**src/rtl/pe_array_if_buf.sv**
```systemverilog
// pe_array_if_buf
//   Instruction-fetch stage for the PE array. Instructions arrive from IMEM
//   over a valid/ready handshake, are buffered in a small FIFO, and the head
//   instruction is pre-decoded (RF read addresses, bypass flags/selects,
//   immediate select) into registers facing ID. Handles ID stall, flush and
//   back-pressure toward IMEM.
//
// Ports
//   iClk, iReset               clock (posedge), synchronous active-high reset
//   iIMEM_Valid / oIMEM_Ready  IMEM handshake; ready depends on occupancy only
//   iIMEM_Instruction          fetched instruction
//   iPredication               predication bits, travel with the instruction
//   iData_Selection            data-selection bits, travel with the instruction
//   iID_Stall                  ID cannot consume the current output
//   iFlush                     drop everything buffered and in flight
//   oID_Valid                  output registers hold a live instruction
//   oIF_ID_Instruction         registered instruction (0 after flush/reset)
//   oPredication               registered predication
//   oIF_BP_Data_Selection      registered data selection
//   oIF_RF_Read_Addr_A/B       RF read addresses (held when operand bypassed)
//   oIF_BP_Bypass_Read_A/B     operand comes from the bypass network
//   oIF_BP_Bypass_Sel_A/B      bypass source (held when operand not bypassed)
//   oIF_BP_Select_Imm          second operand is the immediate (I-type)
//   oBuf_Count                 FIFO occupancy
module pe_array_if_buf #(
    parameter int INS_WIDTH = 24,
    parameter int RF_IDX_W  = 5,
    parameter int BP_SEL_W  = 2,
    parameter int SRC1_LSB  = 8,
    parameter int SRC2_LSB  = 3,
    parameter int TYPE_BIT  = 23,
    parameter int PRED_W    = 2,
    parameter int DSEL_W    = 2,
    parameter int BUF_DEPTH = 2
) (
    input  logic                         iClk,
    input  logic                         iReset,
    input  logic                         iIMEM_Valid,
    output logic                         oIMEM_Ready,
    input  logic [INS_WIDTH-1:0]         iIMEM_Instruction,
    input  logic [PRED_W-1:0]            iPredication,
    input  logic [DSEL_W-1:0]            iData_Selection,
    input  logic                         iID_Stall,
    input  logic                         iFlush,
    output logic                         oID_Valid,
    output logic [INS_WIDTH-1:0]         oIF_ID_Instruction,
    output logic [PRED_W-1:0]            oPredication,
    output logic [DSEL_W-1:0]            oIF_BP_Data_Selection,
    output logic [RF_IDX_W-1:0]          oIF_RF_Read_Addr_A,
    output logic [RF_IDX_W-1:0]          oIF_RF_Read_Addr_B,
    output logic                         oIF_BP_Bypass_Read_A,
    output logic                         oIF_BP_Bypass_Read_B,
    output logic [BP_SEL_W-1:0]          oIF_BP_Bypass_Sel_A,
    output logic [BP_SEL_W-1:0]          oIF_BP_Bypass_Sel_B,
    output logic                         oIF_BP_Select_Imm,
    output logic [$clog2(BUF_DEPTH):0]   oBuf_Count
);

    localparam int PTR_W = $clog2(BUF_DEPTH);
    localparam int CNT_W = PTR_W + 1;

    logic [INS_WIDTH-1:0] insMem  [BUF_DEPTH];
    logic [PRED_W-1:0]    predMem [BUF_DEPTH];
    logic [DSEL_W-1:0]    dselMem [BUF_DEPTH];
    logic [PTR_W-1:0]     wrPtr;
    logic [PTR_W-1:0]     rdPtr;

    logic                 push;
    logic                 load;
    logic                 haveHead;
    logic                 pop;
    logic                 wrFifo;
    logic                 srcValid;
    logic [INS_WIDTH-1:0] srcIns;
    logic [PRED_W-1:0]    srcPred;
    logic [DSEL_W-1:0]    srcDsel;
    logic [RF_IDX_W-1:0]  srcA;
    logic [RF_IDX_W-1:0]  srcB;
    logic                 bypA;
    logic                 bypB;

    assign oIMEM_Ready = (oBuf_Count != CNT_W'(BUF_DEPTH));

    always_comb begin
        push     = iIMEM_Valid & oIMEM_Ready;
        load     = ~oID_Valid | ~iID_Stall;
        haveHead = (oBuf_Count != '0);
        pop      = load & haveHead;
        // An incoming instruction bypasses the FIFO only when the FIFO is
        // empty and the output register is taking a new value this cycle.
        wrFifo   = push & ~(load & ~haveHead);
        srcValid = haveHead | push;

        srcIns  = iIMEM_Instruction;
        srcPred = iPredication;
        srcDsel = iData_Selection;
        if (haveHead) begin
            srcIns  = insMem[rdPtr];
            srcPred = predMem[rdPtr];
            srcDsel = dselMem[rdPtr];
        end

        srcA = srcIns[SRC1_LSB +: RF_IDX_W];
        srcB = srcIns[SRC2_LSB +: RF_IDX_W];
        bypA = &srcIns[SRC1_LSB+RF_IDX_W-1 : SRC1_LSB+BP_SEL_W];
        bypB = &srcIns[SRC2_LSB+RF_IDX_W-1 : SRC2_LSB+BP_SEL_W];
    end

    always_ff @(posedge iClk) begin
        if (iReset) begin
            for (int unsigned i = 0; i < BUF_DEPTH; i++) begin
                insMem[i]  <= '0;
                predMem[i] <= '0;
                dselMem[i] <= '0;
            end
            wrPtr                 <= '0;
            rdPtr                 <= '0;
            oBuf_Count            <= '0;
            oID_Valid             <= 1'b0;
            oIF_ID_Instruction    <= '0;
            oPredication          <= '0;
            oIF_BP_Data_Selection <= '0;
            oIF_RF_Read_Addr_A    <= '0;
            oIF_RF_Read_Addr_B    <= '0;
            oIF_BP_Bypass_Read_A  <= 1'b0;
            oIF_BP_Bypass_Read_B  <= 1'b0;
            oIF_BP_Bypass_Sel_A   <= '0;
            oIF_BP_Bypass_Sel_B   <= '0;
            oIF_BP_Select_Imm     <= 1'b0;
        end else if (iFlush) begin
            // Decode registers deliberately keep their values; only the
            // instruction is forced to a NOP.
            wrPtr              <= '0;
            rdPtr              <= '0;
            oBuf_Count         <= '0;
            oID_Valid          <= 1'b0;
            oIF_ID_Instruction <= '0;
        end else begin
            if (wrFifo) begin
                insMem[wrPtr]  <= iIMEM_Instruction;
                predMem[wrPtr] <= iPredication;
                dselMem[wrPtr] <= iData_Selection;
                wrPtr          <= wrPtr + PTR_W'(1);
            end
            if (pop) begin
                rdPtr <= rdPtr + PTR_W'(1);
            end
            case ({wrFifo, pop})
                2'b10:   oBuf_Count <= oBuf_Count + CNT_W'(1);
                2'b01:   oBuf_Count <= oBuf_Count - CNT_W'(1);
                default: oBuf_Count <= oBuf_Count;
            endcase

            if (load) begin
                oID_Valid <= srcValid;
                if (srcValid) begin
                    oIF_ID_Instruction    <= srcIns;
                    oPredication          <= srcPred;
                    oIF_BP_Data_Selection <= srcDsel;
                    oIF_BP_Bypass_Read_A  <= bypA;
                    oIF_BP_Bypass_Read_B  <= bypB;
                    oIF_BP_Select_Imm     <= srcIns[TYPE_BIT];
                    if (bypA) oIF_BP_Bypass_Sel_A <= srcA[BP_SEL_W-1:0];
                    else      oIF_RF_Read_Addr_A  <= srcA;
                    if (bypB) oIF_BP_Bypass_Sel_B <= srcB[BP_SEL_W-1:0];
                    else      oIF_RF_Read_Addr_B  <= srcB;
                end
            end
        end
    end

endmodule
```
**config.mk**
```make
export PLATFORM = sky130hd
export DESIGN_NAME = pe_array_if_buf
export DESIGN_NICKNAME = d
export VERILOG_FILES = /design/src/rtl/pe_array_if_buf.sv
export SDC_FILE = /design/constraint.sdc
export NUM_CORES = 1
export LEC_CHECK = 0
export ABC_AREA = 1
export BUFFER_PORTS_ARGS = -buffer_cell sky130_fd_sc_hd__buf_2
export CORE_MARGIN = 4
export CORE_UTILIZATION = 45
export DETAILED_ROUTE_END_ITERATION = 7
export PLACE_DENSITY = 0.66
export RECOVER_POWER = 100
export SETUP_SLACK_MARGIN = 0.3
export SLEW_MARGIN = 0
export SYNTH_ARGS = -nofsm -noshare
export SYNTH_HDL_FRONTEND = slang
export SYNTH_SLANG_ARGS = --single-unit
```
**constraint.sdc**
```tcl
create_clock -name iClk -period 2.9 [get_ports iClk]
set_input_delay 0.435 -clock iClk [delete_from_list [all_inputs] [get_ports iClk]]
set_output_delay 0.435 -clock iClk [all_outputs]
set_load 0.01 [all_outputs]
```
# --- Word level (Yosys, flattened, before mapping) ---
# Memory sizes are Yosys's and may differ from the RTL's. A register that Yosys moved wholly into a read port is not among the register bits.
# Cells that the tools add are included.
totals:
  output_inout_bits: 49
  mem_bits_rw: 56
  regBits: 50
  wordCells: 76
  in_bits: 33
  memories: 3
memory_table:
  columns: ["memory", "depth", "word_bits", "rd", "rd_clocked_by_memory_dff", "write_ports", "line_no", "source"]
  rows:
  - ["insMem", 2, 24, 1, 1, 2, "62", "logic [INS_WIDTH-1:0] insMem [BUF_DEPTH];"]
  - ["dselMem", 2, 2, 1, 1, 2, "64", "logic [DSEL_W-1:0] dselMem [BUF_DEPTH];"]
  - ["predMem", 2, 2, 1, 1, 2, "63", "logic [PRED_W-1:0] predMem [BUF_DEPTH];"]
classes:
  addsub: 4
  bitwise: 13
  muxes: 25
  eq_ne: 3
  n_reduce_logical: 14
op_table:
  columns: ["operator", "n"]
  rows:
  - ["two-way mux 24 bit", 2]
  - ["OR reduction 24 bit", 1]
  - ["two-way mux 1 bit", 18]
  - ["AND reduction 6 bit", 2]
  - ["AND reduction 3 bit", 3]
  - ["two-way mux 2 bit", 4]
  - ["AND reduction 4 bit", 2]
  - ["NOT 1 bit", 7]
  - ["OR reduction 2 bit", 3]
  - ["bitwise AND 1 bit", 4]
  - ["case mux 2 bit (2 select lines)", 1]
  - ["nonzero test 2 bit", 2]
  - ["adder 1 bit (second input constant)", 2]
  - ["adder 2 x 1 -> 2 bit (second input constant)", 1]
  - ["== test 2 x 1 -> 1 bit (second input constant)", 1]
  - ["== test 2 bit (second input constant)", 1]
  - ["inequality test 2 bit (second input constant)", 1]
  - ["OR 1 bit", 2]
  - ["AND reduction 2 bit", 1]
  - ["subtractor 2 x 1 -> 2 bit (second input constant)", 1]

# --- Logic depth before layout (Yosys ltp) ---
depth:
  word_depth: 11
  mapped_depth: 10
  depth_no_buf: 10

# --- Worst setup path after synthesis ---
# Ideal clock, no wire load.
synth_path:
  path_kind: "register to register"
  start: "reg oBuf_Count[0]"
  end: "mem dselMem[1][0], enable pin"
  t_required_ps: 2515
  path_stages_with_launch: 9
  path_buffers: 2
  path_slack_ps: 634
  period_less_slack_ps: 2266
  arrival_ps: 1881
  cell_sequence: "dfxtp_1 inv_2 nand2_2 nand2_2 a21oi_4 nand3_2 buf_6 buf_8 nand2_1"
synth_rtl:
  columns: ["item", "line_no", "source"]
  rows:
  - ["from (decl)", "56", "output logic [$clog2(BUF_DEPTH):0] oBuf_Count"]
  - ["from (signal assigned)", "149", "2'b10: oBuf_Count <= oBuf_Count + CNT_W'(1);"]
  - ["from (signal assigned)", "150", "2'b01: oBuf_Count <= oBuf_Count - CNT_W'(1);"]
  - ["from (signal assigned)", "151", "default: oBuf_Count <= oBuf_Count;"]
  - ["to (decl)", "64", null]

# --- Worst setup path after layout ---
layout_path:
  start: "reg oBuf_Count[0]"
  end: "reg wrPtr"
layout_between:
  elab_chain_cells: 5
  elab_cells_between_ends: 7
  classes_between: "eq/ne: 1; bitwise: 5; reduce/logical: 1"
layout_lines:
  columns: ["item", "line_no", "source"]
  rows:
  - ["nonzero test 2 bit", "87", "haveHead = (oBuf_Count != '0);"]
  - ["NOT 1 bit", "91", "wrFifo = push & ~(load & ~haveHead);"]
  - ["bitwise AND 1 bit", "91", null]
  - ["NOT 1 bit", "91", null]
  - ["bitwise AND 1 bit *", "91", null]
  - ["to (signal assigned)", "143", "wrPtr <= wrPtr + PTR_W'(1);"]
  - ["to (decl)", "65", "logic [PTR_W-1:0] wrPtr;"]
# Every way passes the cells marked *; elsewhere a longest branch is shown, timed or not.
# A chain may end at the register's enable or synchronous reset.

==> flow_metrics.env <==
export IMPL_cts_hold_buf=0
export IMPL_areaGrowthSynthToFinish_pct=12.4
export IMPL_grt_pass1_wl_um=17500
export IMPL_p_leak_nw=2.19
export IMPL_worst_pin_slew_ns=1.45
export IMPL_initialDrtViolationCount=160
export IMPL_initial_core_util=0.469
export IMPL_max_freq_mhz=427
export IMPL_cts_sinks=107
export IMPL_crit_buf_inv=2
export IMPL_relSlewSlack=0.0312
export IMPL_nets=619
export IMPL_n_antenna_cell=0
export IMPL_worst_setup_path_start_kind="register"
export IMPL_drv_cap=0
export IMPL_hold_viol_final=0
export IMPL_cp_required_ns=3.09
export IMPL_clkLatencyLatePin_ns=0.37
export IMPL_postCtsSetupBuffers=0
export IMPL_worstPathArrival_ns=2.53
export IMPL_synth_warnings=0
export IMPL_syn_area_sq_um=4650
export IMPL_cts_resized_gates=0
export IMPL_cts_buffers=9
export IMPL_finalClockSkew_ns=0.0124
export IMPL_drc=0
export IMPL_power_total_mw=2.82
export IMPL_via_per_inst=5.14
export IMPL_grt_max_degree=32
export IMPL_path_clk_slew_ns=0.10
export IMPL_hold_path_class="primary input to register"
export IMPL_finalSetupViolations=0
export IMPL_period_minus_slack_ns=2.34
export IMPL_hold_slack_ns=0.319
export IMPL_irDropWorstVdd_uv=255
export IMPL_crit_path_frequent_cell="nand2_1"
export IMPL_final_util=0.528
export IMPL_grt_pass1_vias=3577
export IMPL_mostFrequentLayoutCell="nor2_1"
export IMPL_cts_tree="yes"
export IMPL_critical_path_cell_chain="inv_1 > nand2_1 > nand2_1 > a21oi_1 > nand2_1 > clkbuf_1 > o21ai_0"
export IMPL_cp_end_kind="register"
export IMPL_final_cell_mix="nor2_1 (100), nand2_1 (92), edfxtp_1 (56)"
export IMPL_critPathMaxFanout=29
export IMPL_path_delay_family="buffers and inverters"
export IMPL_syn_nets=544
export IMPL_min_period_over_period=0.808
export IMPL_p_per_area_nw_per_um2=538
export IMPL_first_pass_iters=8
export IMPL_dp_hpwl_um=7290
export IMPL_tns_ns=0
export IMPL_place_port_buffers=81
export IMPL_seq_area_frac_synth=0.581
export IMPL_core_area_sq_um=9910
export IMPL_syn_inst=510
export IMPL_vias=3719
export IMPL_status="finished clean"
export IMPL_antenna_found_initial=0
export IMPL_grtUsageTotal=0.190
export IMPL_synth_area_per_cell_sq_um=9.12
export IMPL_synth_seq_cells=107
export IMPL_die_x_um=110
export IMPL_min_delay_start="iIMEM_Instruction[1]"
export IMPL_gp_congestion=0.771
export IMPL_clockBufferDepth=2
export IMPL_routed_wl_um=10900
export IMPL_wl_per_cell_um=15.0
export IMPL_rsz0062_at_grt="no"
export IMPL_root_buffer="clkbuf_8"
export IMPL_overflow=0
export IMPL_drive_gt1_frac=0.134
export IMPL_startpoint="oBuf_Count[0]$_SDFFE_PP0P_"
export IMPL_antenna_left=0
export IMPL_boundaryPins=82
export IMPL_cpPeakStageDelay_ns=1.06
export IMPL_cts_max_level=3
export IMPL_r2r_start="oBuf_Count[0]$_SDFFE_PP0P_"
export IMPL_row_count=36
export IMPL_critPathKind="register to register"
export IMPL_slew_viol_final=0
export IMPL_dieHeight_um=110
export IMPL_synth_cell_types=32
export IMPL_crit_slowest_cell="clkbuf_1"
export IMPL_die_area_sq_um=12000
==> worst register-to-register path, delay by kind of cell, from the launching register on <==
kind,cells,cell delay (ns)
AO/OA/AOI/OAI,2,0.31
buffers and inverters,2,1.19
flip-flops,1,0.40
AND/OR/NAND/NOR,3,0.27
==> sequential cells by signal, indices dropped and copies added, names as in the netlist, 2 cells and up, named ones only <==
register	count
dselMem	4
insMem	48
oBuf_Count	2
oIF_BP_Bypass_Sel_A	2
oIF_BP_Bypass_Sel_B	2
oIF_BP_Data_Selection	2
oIF_ID_Instruction	24
oIF_RF_Read_Addr_A	5
oIF_RF_Read_Addr_B	5
oPredication	2
predMem	4
==> cell type report <==
class	instances	area, sq um
repair buffers	92	433
clock buffers	9	124
fillers	979	4680
well taps	133	166
inverters	45	169
flip-flops and latches	107	2700
multi-input cells	330	1580
clock inverters	7	52.6
==> power by group <==
group / leakage, nW / switching (mW) / internal [mW] / total [mW]
Sequential: 0.996 / 0.0273 / 1.66 / 1.68
Clock: 0.0852 / 0.530 / 0.319 / 0.849
Combinational: 1.11 / 0.191 / 0.0917 / 0.283
Total: 2.19 / 0.749 / 2.07 / 2.82
==> metal layers <==
metal / GRT usage / vias up / share of wire
li1: - / 1835 / -
met1: 0.241 / 1762 / 0.44
met2: 0.322 / 101 / 0.48
met3: 0.0364 / 21 / 0.049
met4: 0.0721 / 0 / 0.025
met5: 0 / - / 0
==> cell families after synthesis <==
kind of cell / Yosys count / share of synthesized area
buf+inv: 73 / 0.0721
compound gates: 109 / 0.137
flops: 107 / 0.581
simple gates: 219 / 0.205
xor+xnor: 1 / 0.00188
fa+ha+maj: 1 / 0.00269
==> final timing paths <==
check	to	slack, ns	depth (start not counted)
max reg2reg	wrPtr$_SDFFE_PP0P_	0.56	7
min reg2reg	register	0.47	1
max	wrPtr$_SDFFE_PP0P_	0.56	7
min	oIF_ID_Instruction[1]$_SDFFE_PP0P_	0.32	3
==> metrics by stage <==
stage / worst slack (ns) / instance area (sq um) / cells
finish: 0.557 / 5230 / 723
global route: 0.381 / 5230 / 723
CTS: 0.810 / 5340 / 723
detailed placement: 0.749 / 5160 / 707
global placement: 0.819 / 5160 / 707
floorplan: 0.634 / 4650 / 510
==> Yosys cell counts <==
cell type | instances | area [sq um]
nor2_1 | 100 | 375
nand2_1 | 87 | 327
edfxtp_1 | 56 | 1680
dfxtp_1 | 51 | 1020
o21ai_0 | 42 | 210
inv_1 | 39 | 146
a21oi_1 | 35 | 175
clkbuf_1 | 12 | 45.0
a211oi_1 | 11 | 82.6
buf_2 | 9 | 45.0
nor2_4 | 9 | 101
a31oi_1 | 6 | 37.5
inv_2 | 6 | 22.5
o211ai_1 | 6 | 45.0
or2_2 | 6 | 37.5
nand2_2 | 5 | 31.3
nand3_1 | 4 | 20.0
nand4_1 | 4 | 25.0
o21bai_1 | 4 | 30.0
buf_6 | 3 | 33.8
a22oi_1 | 2 | 15.0
a22oi_2 | 2 | 25.0
buf_8 | 2 | 30.0
a21oi_4 | 1 | 16.3
buf_4 | 1 | 7.51
clkbuf_2 | 1 | 5.00
ha_1 | 1 | 12.5
nand2_4 | 1 | 11.3
nand3_2 | 1 | 10.0
nand3b_2 | 1 | 11.3
nor2_2 | 1 | 6.26
xor2_1 | 1 | 8.76
Power figures use the tool's default switching activity.
